<file path="src/rtl/nn_arch_pkg.sv">
// Shared architecture types for the two-layer MLP: output-layer size, logit type,
// class index type and the inference sequencer state encoding.
package nn_arch_pkg;

  localparam int OUTPUT_SIZE = 10;
  localparam int ACC_W       = 16;
  localparam int CLS_W       = $clog2(OUTPUT_SIZE);

  typedef logic signed [ACC_W-1:0] acc_t;
  typedef logic [CLS_W-1:0]        cls_idx_t;

  typedef enum logic [2:0] {
    IDLE,
    RUN_HID,
    RUN_OUT,
    ARGMAX,
    RESP
  } ctrl_state_t;

  function automatic logic [31:0] sat_inc32(input logic [31:0] v);
    return (v == '1) ? v : v + 32'd1;
  endfunction

endpackage

</file>
<file path="src/rtl/mlp_infer_ctrl_if.sv">
// Request/response handshake bundle of the inference sequencer.
// master = requester side, slave = mlp_infer_ctrl.
interface mlp_infer_ctrl_if;
  import nn_arch_pkg::*;

  logic     req_valid;
  logic     req_ready;
  logic     rsp_valid;
  logic     rsp_ready;
  cls_idx_t rsp_class;
  acc_t     rsp_max;
  logic     rsp_err;

  modport master (
    output req_valid, rsp_ready,
    input  req_ready, rsp_valid, rsp_class, rsp_max, rsp_err
  );

  modport slave (
    input  req_valid, rsp_ready,
    output req_ready, rsp_valid, rsp_class, rsp_max, rsp_err
  );

endinterface

</file>
<file path="src/rtl/mlp_infer_ctrl_seq_argmax.sv">
// Serial argmax over the output logits: load seeds with logits[0], each step
// compares one further logit; done flags the step that handles the last index.
module seq_argmax
  import nn_arch_pkg::*;
(
  input  logic     clk,
  input  logic     rst,
  input  logic     load,
  input  logic     step,
  input  acc_t     logits [OUTPUT_SIZE],
  output acc_t     best,
  output cls_idx_t best_idx,
  output logic     done
);

  localparam cls_idx_t LAST_IDX = cls_idx_t'(OUTPUT_SIZE - 1);

  cls_idx_t idx;

  assign done = step && (idx == LAST_IDX);

  // NOTE: registers are written with <= so each compare sees the pre-edge best value.
  always_ff @(posedge clk or posedge rst) begin
    if (rst) begin
      best     <= '0;
      best_idx <= '0;
      idx      <= '0;
    end else if (load) begin
      best     <= logits[0];
      best_idx <= '0;
      idx      <= cls_idx_t'(1);
    end else if (step) begin
      // Strict greater-than keeps the lowest index on ties.
      if (logits[idx] > best) begin
        best     <= logits[idx];
        best_idx <= idx;
      end
      idx <= idx + 1'b1;
    end
  end

endmodule

</file>
<file path="src/rtl/mlp_infer_ctrl.sv">
// Inference sequencer: hidden core, output core, serial argmax, response with watchdog.
// Optional cycle counter enabled by defining MLP_CTRL_PERF_EN.
module mlp_infer_ctrl
  import nn_arch_pkg::*;
#(
  parameter int TIMEOUT_CYCLES = 4096
) (
  input  logic                clk,
  input  logic                rst,
  mlp_infer_ctrl_if.slave     bus,
  output logic                hid_start,
  input  logic                hid_finished,
  output logic                out_start,
  input  logic                out_finished,
  input  acc_t                logits [OUTPUT_SIZE],
  output logic                busy
`ifdef MLP_CTRL_PERF_EN
  ,
  output logic [31:0]         perf_cycles
`endif
);

  localparam int              WD_W    = $clog2(TIMEOUT_CYCLES);
  localparam logic [WD_W-1:0] WD_LAST = WD_W'(TIMEOUT_CYCLES - 1);

  if (OUTPUT_SIZE < 2) begin : g_size_check
    $error("mlp_infer_ctrl: OUTPUT_SIZE must be >= 2");
  end
  if (TIMEOUT_CYCLES < 2) begin : g_timeout_check
    $error("mlp_infer_ctrl: TIMEOUT_CYCLES must be >= 2");
  end

  ctrl_state_t     state;
  logic [WD_W-1:0] wdog;
  logic            timed_out;
  logic            accept;
  logic            wd_expired;
  logic            scan_load;
  logic            scan_step;
  logic            scan_done;
  acc_t            best;
  cls_idx_t        best_idx;

  assign accept     = (state == IDLE) && bus.req_valid && bus.req_ready;
  assign wd_expired = (wdog == WD_LAST);
  assign scan_load  = (state == RUN_OUT) && out_finished;
  assign scan_step  = (state == ARGMAX);

  seq_argmax u_argmax (
    .clk      (clk),
    .rst      (rst),
    .load     (scan_load),
    .step     (scan_step),
    .logits   (logits),
    .best     (best),
    .best_idx (best_idx),
    .done     (scan_done)
  );

  always_ff @(posedge clk or posedge rst) begin
    if (rst) begin
      state         <= IDLE;
      wdog          <= '0;
      timed_out     <= 1'b0;
      hid_start     <= 1'b0;
      out_start     <= 1'b0;
      busy          <= 1'b0;
      bus.req_ready <= 1'b1;
      bus.rsp_valid <= 1'b0;
      bus.rsp_class <= '0;
      bus.rsp_max   <= '0;
      bus.rsp_err   <= 1'b0;
    end else begin
      hid_start <= 1'b0;
      out_start <= 1'b0;
      unique case (state)
        IDLE: begin
          if (accept) begin
            state         <= RUN_HID;
            hid_start     <= 1'b1;
            wdog          <= '0;
            timed_out     <= 1'b0;
            busy          <= 1'b1;
            bus.req_ready <= 1'b0;
          end
        end
        RUN_HID: begin
          // A finished pulse on the expiry cycle still counts as success.
          if (hid_finished) begin
            state     <= RUN_OUT;
            out_start <= 1'b1;
            wdog      <= '0;
          end else if (wd_expired) begin
            state     <= RESP;
            timed_out <= 1'b1;
          end else begin
            wdog <= wdog + 1'b1;
          end
        end
        RUN_OUT: begin
          if (out_finished) begin
            state <= ARGMAX;
          end else if (wd_expired) begin
            state     <= RESP;
            timed_out <= 1'b1;
          end else begin
            wdog <= wdog + 1'b1;
          end
        end
        ARGMAX: begin
          if (scan_done) state <= RESP;
        end
        RESP: begin
          if (!bus.rsp_valid) begin
            bus.rsp_valid <= 1'b1;
            bus.rsp_err   <= timed_out;
            bus.rsp_class <= timed_out ? '0 : best_idx;
            bus.rsp_max   <= timed_out ? '0 : best;
          end else if (bus.rsp_ready) begin
            state         <= IDLE;
            bus.rsp_valid <= 1'b0;
            bus.req_ready <= 1'b1;
            busy          <= 1'b0;
          end
        end
        default: state <= IDLE;
      endcase
    end
  end

`ifdef MLP_CTRL_PERF_EN
  logic [31:0] perf_cnt;
  logic [31:0] perf_nxt;
  logic        to_resp;

  assign perf_nxt = sat_inc32(perf_cnt);
  assign to_resp  = ((state == RUN_HID) && !hid_finished && wd_expired) ||
                    ((state == RUN_OUT) && !out_finished && wd_expired) ||
                    ((state == ARGMAX)  && scan_done);

  // Seeded with 2 (accept cycle + response register) so the latched value
  // equals the accept-to-rsp_valid latency.
  always_ff @(posedge clk or posedge rst) begin
    if (rst) begin
      perf_cnt    <= '0;
      perf_cycles <= '0;
    end else if (accept) begin
      perf_cnt <= 32'd2;
    end else if (state inside {RUN_HID, RUN_OUT, ARGMAX}) begin
      perf_cnt <= perf_nxt;
      if (to_resp) perf_cycles <= perf_nxt;
    end
  end
`endif

endmodule

</file>
<file path="src/flat_wrapper.sv">
// flat-port wrapper written by rule: the top's interface ports become plain ports
module mlp_infer_ctrl_flat import nn_arch_pkg::*;
#(
  parameter int TIMEOUT_CYCLES = 4096
)
  (clk, rst, hid_start, hid_finished, out_start, out_finished, logits, busy, bus_req_valid, bus_rsp_ready, bus_req_ready, bus_rsp_valid, bus_rsp_class, bus_rsp_max, bus_rsp_err);
  mlp_infer_ctrl_if bus_i ();
  input  logic clk;
  input  logic rst;
  output logic hid_start;
  input  logic hid_finished;
  output logic out_start;
  input  logic out_finished;
  input  acc_t logits[OUTPUT_SIZE];
  output logic busy;
  input wire logic [$bits(bus_i.req_valid)-1:0] bus_req_valid;
  input wire logic [$bits(bus_i.rsp_ready)-1:0] bus_rsp_ready;
  output wire logic [$bits(bus_i.req_ready)-1:0] bus_req_ready;
  output wire logic [$bits(bus_i.rsp_valid)-1:0] bus_rsp_valid;
  output wire logic [$bits(bus_i.rsp_class)-1:0] bus_rsp_class;
  output wire logic [$bits(bus_i.rsp_max)-1:0] bus_rsp_max;
  output wire logic [$bits(bus_i.rsp_err)-1:0] bus_rsp_err;
  assign bus_i.req_valid = bus_req_valid;
  assign bus_i.rsp_ready = bus_rsp_ready;
  assign bus_req_ready = bus_i.req_ready;
  assign bus_rsp_valid = bus_i.rsp_valid;
  assign bus_rsp_class = bus_i.rsp_class;
  assign bus_rsp_max = bus_i.rsp_max;
  assign bus_rsp_err = bus_i.rsp_err;
  mlp_infer_ctrl #(.TIMEOUT_CYCLES(TIMEOUT_CYCLES)) u_core (.clk(clk), .rst(rst), .bus(bus_i), .hid_start(hid_start), .hid_finished(hid_finished), .out_start(out_start), .out_finished(out_finished), .logits(logits), .busy(busy));
endmodule
</file>
<file path="config.mk">
export PLATFORM = sky130hd
export DESIGN_NAME = mlp_infer_ctrl_flat
export DESIGN_NICKNAME = d
export VERILOG_FILES = /design/src/rtl/nn_arch_pkg.sv /design/src/rtl/mlp_infer_ctrl_if.sv /design/src/rtl/mlp_infer_ctrl_seq_argmax.sv /design/src/rtl/mlp_infer_ctrl.sv /design/src/flat_wrapper.sv
export SDC_FILE = /design/constraint.sdc
export NUM_CORES = 1
export LEC_CHECK = 0
export BUFFER_PORTS_ARGS = -buffer_cell sky130_fd_sc_hd__buf_2
export CAP_MARGIN = 20
export CORE_ASPECT_RATIO = 1.2
export CORE_MARGIN = 2
export CORE_UTILIZATION = 54
export CTS_CLUSTER_SIZE = 16
export DETAILED_ROUTE_END_ITERATION = 10
export GPL_TIMING_DRIVEN = 0
export PLACE_DENSITY = 0.85
export SKIP_LAST_GASP = 1
export SLEW_MARGIN = 20
export SYNTH_ARGS = -nofsm -noshare
export SYNTH_HDL_FRONTEND = slang
export SYNTH_SLANG_ARGS = --single-unit
</file>
<file path="constraint.sdc">
create_clock -name clk -period 5.8 [get_ports clk]
set_input_delay 0 -clock clk [delete_from_list [all_inputs] [get_ports clk]]
set_output_delay 0 -clock clk [all_outputs]
set_load 0.03 [all_outputs]
</file>
Yosys cells after proc, flatten, opt, wreduce, memory -nomap -nowiden
Index checks and enable logic that the tools add are counted.

cells by class
  add/sub/neg operators = 2
  order comparisons = 2
  eq/ne operators = 12
  multiplexer cells = 44
  bitwise logic cells = 2
  reductions and logical operators = 15

operator list
  kind                                                                    count
  16-bit two-way mux                                                      6
  16-bit binary-select mux with 4-bit select                              1
  12-bit two-way mux                                                      4
  12-bit case mux with 3 select lines                                     1
  4-bit two-way mux                                                       6
  3-bit two-way mux                                                       7
  16-bit > comparator                                                     1
  1-bit two-way mux                                                       15
  3-bit case mux with 5 select lines                                      1
  12-bit by 1-bit adder with 12-bit output (second input constant)        1
  12-bit equality test (second input constant)                            1
  4-bit AND reduction                                                     3
  3-bit by 2-bit equality test with 1-bit output (second input constant)  2
  2-bit by 1-bit != test with 1-bit output (second input constant)        3
  2-bit != test (second input constant)                                   3
  2-bit nonzero test                                                      3
  5-bit >= comparator (second input constant)                             1
  4-bit NOT with 5-bit output                                             1
  4-bit by 1-bit adder with 4-bit output (second input constant)          1
  4-bit equality test (second input constant)                             1
  1-bit logical AND                                                       4
  1-bit case mux with 2 select lines                                      2
  2-bit AND reduction                                                     2
  3-bit by 1-bit equality test with 1-bit output (second input constant)  1
  6 further kinds                                                         6

word-level totals
  register bits after elaboration = 66
  bits of input ports = 166
  output and inout bits = 26
  word-level logic and storage cells = 91

Logic depth before layout (Yosys ltp)
  depth after elaboration = 8
  depth in mapped cells = 14
  mapped depth without buffers = 11

Hierarchy
Synthesis repeated with hierarchy kept, for this count alone.

unflattened totals
  cells, all modules = 512
  area, all modules = 5,024.8 um^2

by module, submodules not included
  module          times used  cells each  area each (um^2)
  seq_argmax      1           299         2,991.6
  mlp_infer_ctrl  1           213         2,033.2

Worst setup path after synthesis
OpenSTA, ideal clock, no wires.

  path type = register -> register
  from = register u_core.u_argmax.idx[0]
  to = register u_core.u_argmax.best[0]
  setup time = 0.079 ns
  data arrival time = 3.295 ns
  data required time = 5.721 ns
  path slack = 2.426 ns
  cell stages (with the launch flop) = 13
  period minus slack after synthesis = 3.374 ns
  cell sequence = dfrtp_1 -> buf_2 -> buf_4 -> mux4_2 -> a22oi_1 -> o21ai_0 -> ha_1 -> nand4_4 -> a2111o_1 -> nand2_2 -> mux2i_4 -> buf_12 -> mux2i_1

on the way
  word-level cells in the longest chain between the ends = 7
  elaborated cells on any way between the ends = 10
  classes of those cells = order compare: 1; mux: 6; bitwise: 1; reduce/logical: 2

RTL lines
  element                                                              line                                                              source
  from (decl)                                                          mlp_infer_ctrl_seq_argmax.sv:18                                   cls_idx_t idx;
  from (signal assigned)                                               mlp_infer_ctrl_seq_argmax.sv:31                                   idx <= cls_idx_t'(1);
  from (signal assigned)                                               mlp_infer_ctrl_seq_argmax.sv:38                                   idx <= idx + 1'b1;
  4-bit NOT with 5-bit output (implied by the code) (*)                mlp_infer_ctrl_seq_argmax.sv:34, mlp_infer_ctrl_seq_argmax.sv:35
  16-bit binary-select mux with 4-bit select (*)                       mlp_infer_ctrl_seq_argmax.sv:34, mlp_infer_ctrl_seq_argmax.sv:35
  16-bit two-way mux (implied by the code) (*) (2 in a row)            mlp_infer_ctrl_seq_argmax.sv:34, mlp_infer_ctrl_seq_argmax.sv:35
  16-bit > comparator or 16-bit two-way mux (tied branches)            mlp_infer_ctrl_seq_argmax.sv:34                                   if (logits[idx] > best) begin
  2-bit nonzero test (no line) or 16-bit two-way mux (tied branches)   n/a
  2-bit AND reduction (no line) or 16-bit two-way mux (tied branches)  n/a
  to (signal assigned)                                                 mlp_infer_ctrl_seq_argmax.sv:29                                   best <= logits[0];
  to (signal assigned)                                                 mlp_infer_ctrl_seq_argmax.sv:35                                   best <= logits[idx];
  to (decl)                                                            mlp_infer_ctrl_seq_argmax.sv:11                                   output acc_t best,

Mark *: on every way between the ends. The rest lies on a longest branch, timed or not. The select of a mux whose other input is x is not followed.
A chain may end at the register's enable or synchronous reset.

Final worst setup path
  from = register u_core.u_argmax.idx[0]
  to = register u_core.u_argmax.best[4]

Same word-level chain as after synthesis.

==> results_dict.tcl <==
set metrics [dict create \
    cts_sinks 66 \
    hold_class "in2reg" \
    first_pass_iters 5 \
    hpwlAfterDp_um 12200 \
    slew_viol_final 0 \
    switching_share_pct 23.3 \
    cp_slowest_cell "mux2i_4" \
    antenna_found_initial 1 \
    outcome "finished clean" \
    seqPwrFrac_pct 48.7 \
    path_class "reg2reg" \
    place_area_um2 5950 \
    layout.nets 864 \
    pwr-share-comb_pct 11.3 \
    die-area_um2 9720 \
    finalCritPeriodShare_pct 67.8 \
    grt_usage_pct 31.8 \
    intPower_uw 725 \
    clockRootBuffer "clkbuf_8" \
    die_height_um 108 \
    arrival_ns 4.19 \
    worst_ep_required_time_ns 6.06 \
    crit_fanout 10 \
    synth_top_area_share_pct 33.7 \
    cp-end-kind "flop" \
    vdd_drop_max_mv 0.0923 \
    min_path_cells 3 \
    grt_pass1_vias 4835 \
    insertedDiodeCount 0 \
    synth.distinct_cells 54 \
    power_frac_clock_pct 40.1 \
    rr_worst_depth 14 \
    syn_area_per_cell_um2 10.4 \
    p_leak_nw 3.23 \
    yosysMostFrequentCell "dfrtp_1" \
    io_pins 192 \
    fin_ws_ns 1.87 \
    clk_path_buf_depth 2 \
    clkLatencyLatePin_ns 0.34 \
    r2r_slack_ns 1.87 \
    yosysWarnings 0 \
    p_per_area_nw_per_um2 151 \
    drtIter0Drc 336 \
    max-slew-margin-rel_pct 47.1 \
    worstSetupStartpoint "u_core.u_argmax.idx[0]" \
    io_buffers 191 \
    grt.overflow.total 0 \
    layout-drive-gt1-share_pct 42.4 \
    regArea_um2 1650 \
    multi_input_area_um2 2900 \
    syn_to_final_growth_pct 29.4 \
    fp-row-count 37 \
    finClkSkew_ns 0.0110 \
    ctsHtreeMaxLevel 3 \
    p_sw_uw 220 \
    cp-start-kind "flop" \
    clkTransAtPathRegs_ns 0.07 \
    synth_commonest_cells "dfrtp_1, nand2_1, mux2i_1, o21ai_0, mux4_2" \
    synth_area_leaders "dfrtp_1, mux4_2, mux2i_1" \
    synth_largest_area_cell "dfrtp_1" \
    rsz0062_at_grt "false" \
    finalSetupViolations 0 \
    drc 0 \
    fill_cells 654 \
    worst-path-buf-inv 4 \
    stdcell_area_um2 6250 \
    synth_nets 650 \
    cpLargestDelayFamily "multiplexers" \
    rr_startpoint "u_core.u_argmax.idx[0]" \
    drv_cap 0 \
    path_cells "buf_2 > buf_4 > buf_4 > mux2_2 > a22oi_1 > o21ai_0 > ha_1 > nor2b_1 > o211ai_1 > a2111o_1 > nand2_2 > mux2i_4 > buf_12 > mux2i_1" \
    r2r-end "u_core.u_argmax.best[4]" \
    hold_violations 0 \
    ant_nets 0 \
    dr_total_vias 4793 \
    synth-edff-count 0 \
    globalplace.congestion 0.969 \
    syn_area_um2 4830 \
    worstHoldStart "logits[145]" \
    die_w_um 90.3 \
    fin_tns_setup_ns 0 \
    start_util_pct 55.8 \
    async_flop_share_pct 100 \
    postCtsSetupBuffers 0 \
    core_area_um2 8660 \
    grt_pass1_wl_um 24100 \
    routed_via_density 5.98 \
    dp_slack_ns 1.87 \
    fin_crit_ns 3.93 \
    numCtsBuffers 9 \
    synthFlopType "dfrtp_1" \
    cts_resized 0 \
    ys_ff_latch 66 \
    clock.fmax_mhz 254 \
    cts_tree "built" \
    grt_max_degree 35 \
    worst_pin_slew_ns 0.787 \
    cp_common_cell "buf_4" \
    seq_area_frac_synth_pct 34.2 \
    syn_inst 465 \
    wire_per_inst_um 19.0 \
    min_to "u_core.u_argmax.best[1]" \
    slowest_delay_ns 0.46 \
    drt-total-wl_um 15300 \
]
## worst max path at each step
| stage | end | depth (start not counted) |
|---|---|---|
| CTS | u_core.u_argmax.best[3] | 13 |
| floorplan | u_core.u_argmax.best[0] | 12 |
| global placement | u_core.u_argmax.best[12] | 13 |
| global route | u_core.u_argmax.best[13] | 13 |
| detailed placement | u_core.u_argmax.best[3] | 13 |
| finish | u_core.u_argmax.best[4] | 14 |
## logic make-up (layout without fill, tap and decap cells)
| logic type | count (synthesis) | count (layout) | synth area share (%) |
|---|---|---|---|
| XOR/XNOR | 7 | 7 | 1.27 |
| buffers and inverters | 59 | 278 | 5.75 |
| flip-flops | 66 | 66 | 34.2 |
| AO/OA/AOI/OAI | 107 | 107 | 14.2 |
| adder cells (fa/ha/maj) | 19 | 19 | 4.92 |
| AND/OR/NAND/NOR | 122 | 122 | 13.0 |
| multiplexers | 85 | 85 | 26.6 |
## cells in the final DEF, fill, tap and decap left out, drive strengths merged, types with 3 or more instances in the layout
master       netlist  final
a21oi             20     20
a22o               3      3
a22oi             16     16
and3               6      6
buf               16    208
clkbuf            15     26
dfrtp             65     65
dlygate4sd3        0     11
ha                19     19
inv               28     28
mux2              17     17
mux2i             36     36
mux4              32     32
nand2             54     54
nand2b             6      6
nand3             13     13
nand4              5      5
nor2              24     24
nor3               3      3
o21ai             36     36
o31ai             19     19
xor2               5      5
## metal layers
| metal | routed length (um) | part of all wire, % | GRT usage (%) |
|---|---|---|---|
| met2 | 7780 | 51 | 55.6 |
| met5 | 0 | 0 | 0 |
| met4 | 319 | 2.1 | 7.91 |
| met1 | 5780 | 38 | 40.1 |
| met3 | 1380 | 9.0 | 7.42 |
## repair_timing
item / 4_1_cts / 5_1_grt
hold buffers: 11 / 0
endpoints found under the setup margin: 0 / 0
hold endpoints to repair: 43 / 0
## worst register-to-register path: stages, from the launching register on
cell and delay, ns:
dfrtp_1 0.39, buf_2 0.20, buf_4 0.27, buf_4 0.27, mux2_2 0.41, a22oi_1 0.14, o21ai_0 0.19, ha_1 0.36
nor2b_1 0.12, o211ai_1 0.09, a2111o_1 0.43, nand2_2 0.11, mux2i_4 0.46, buf_12 0.21, mux2i_1 0.21
## power by group through the flow
stage	sequential [mW]	combinational (mW)	clock, mW
floorplan	0.469	0.0334	0
global placement	0.469	0.0946	0
detailed placement	0.469	0.0987	0
CTS	0.460	0.105	0.380
global route	0.460	0.114	0.400
finish	0.460	0.106	0.379
## area by class of cell
type                            instances  share of cell area [%]
Timing Repair Buffer                  203                    17.4
Clock inverter                          5                   0.881
Sequential cell                        66                    26.4
Clock buffer                           11                    2.10
Inverter                               28                    1.72
Multi-Input combinational cell        340                    46.4
Buffer                                 31                    2.76
Tap cell                              117                    2.34
## through the flow
stage | hold slack (ns) | power [mW] | util, % | instances
after detailed placement | 0.0223 | 0.568 | 68.8 | 774
after global placement | 0.267 | 0.564 | 68.5 | 773
after floorplan | 0.0824 | 0.502 | - | 465
after global routing | 0.0327 | 0.974 | 72.2 | 801
final | 0.0163 | 0.945 | 72.2 | 801
after CTS | 0.00236 | 0.945 | 72.2 | 801
## sequential cells by signal, summed over array words and instances, names as in the netlist
signal / count
u_core.u_argmax.best: 16
u_core.bus.rsp_err: 1
u_core.u_argmax.idx: 4
u_core.busy: 1
u_core.wdog: 12
u_core.bus.rsp_class: 4
u_core.bus.rsp_max: 16
u_core.bus.rsp_valid: 1
u_core.timed_out: 1
u_core.hid_start: 1
u_core.out_start: 1
u_core.u_argmax.best_idx: 4
u_core.bus.req_ready: 1
u_core.state: 3
Note: power is estimated with default switching activity, not from simulation.
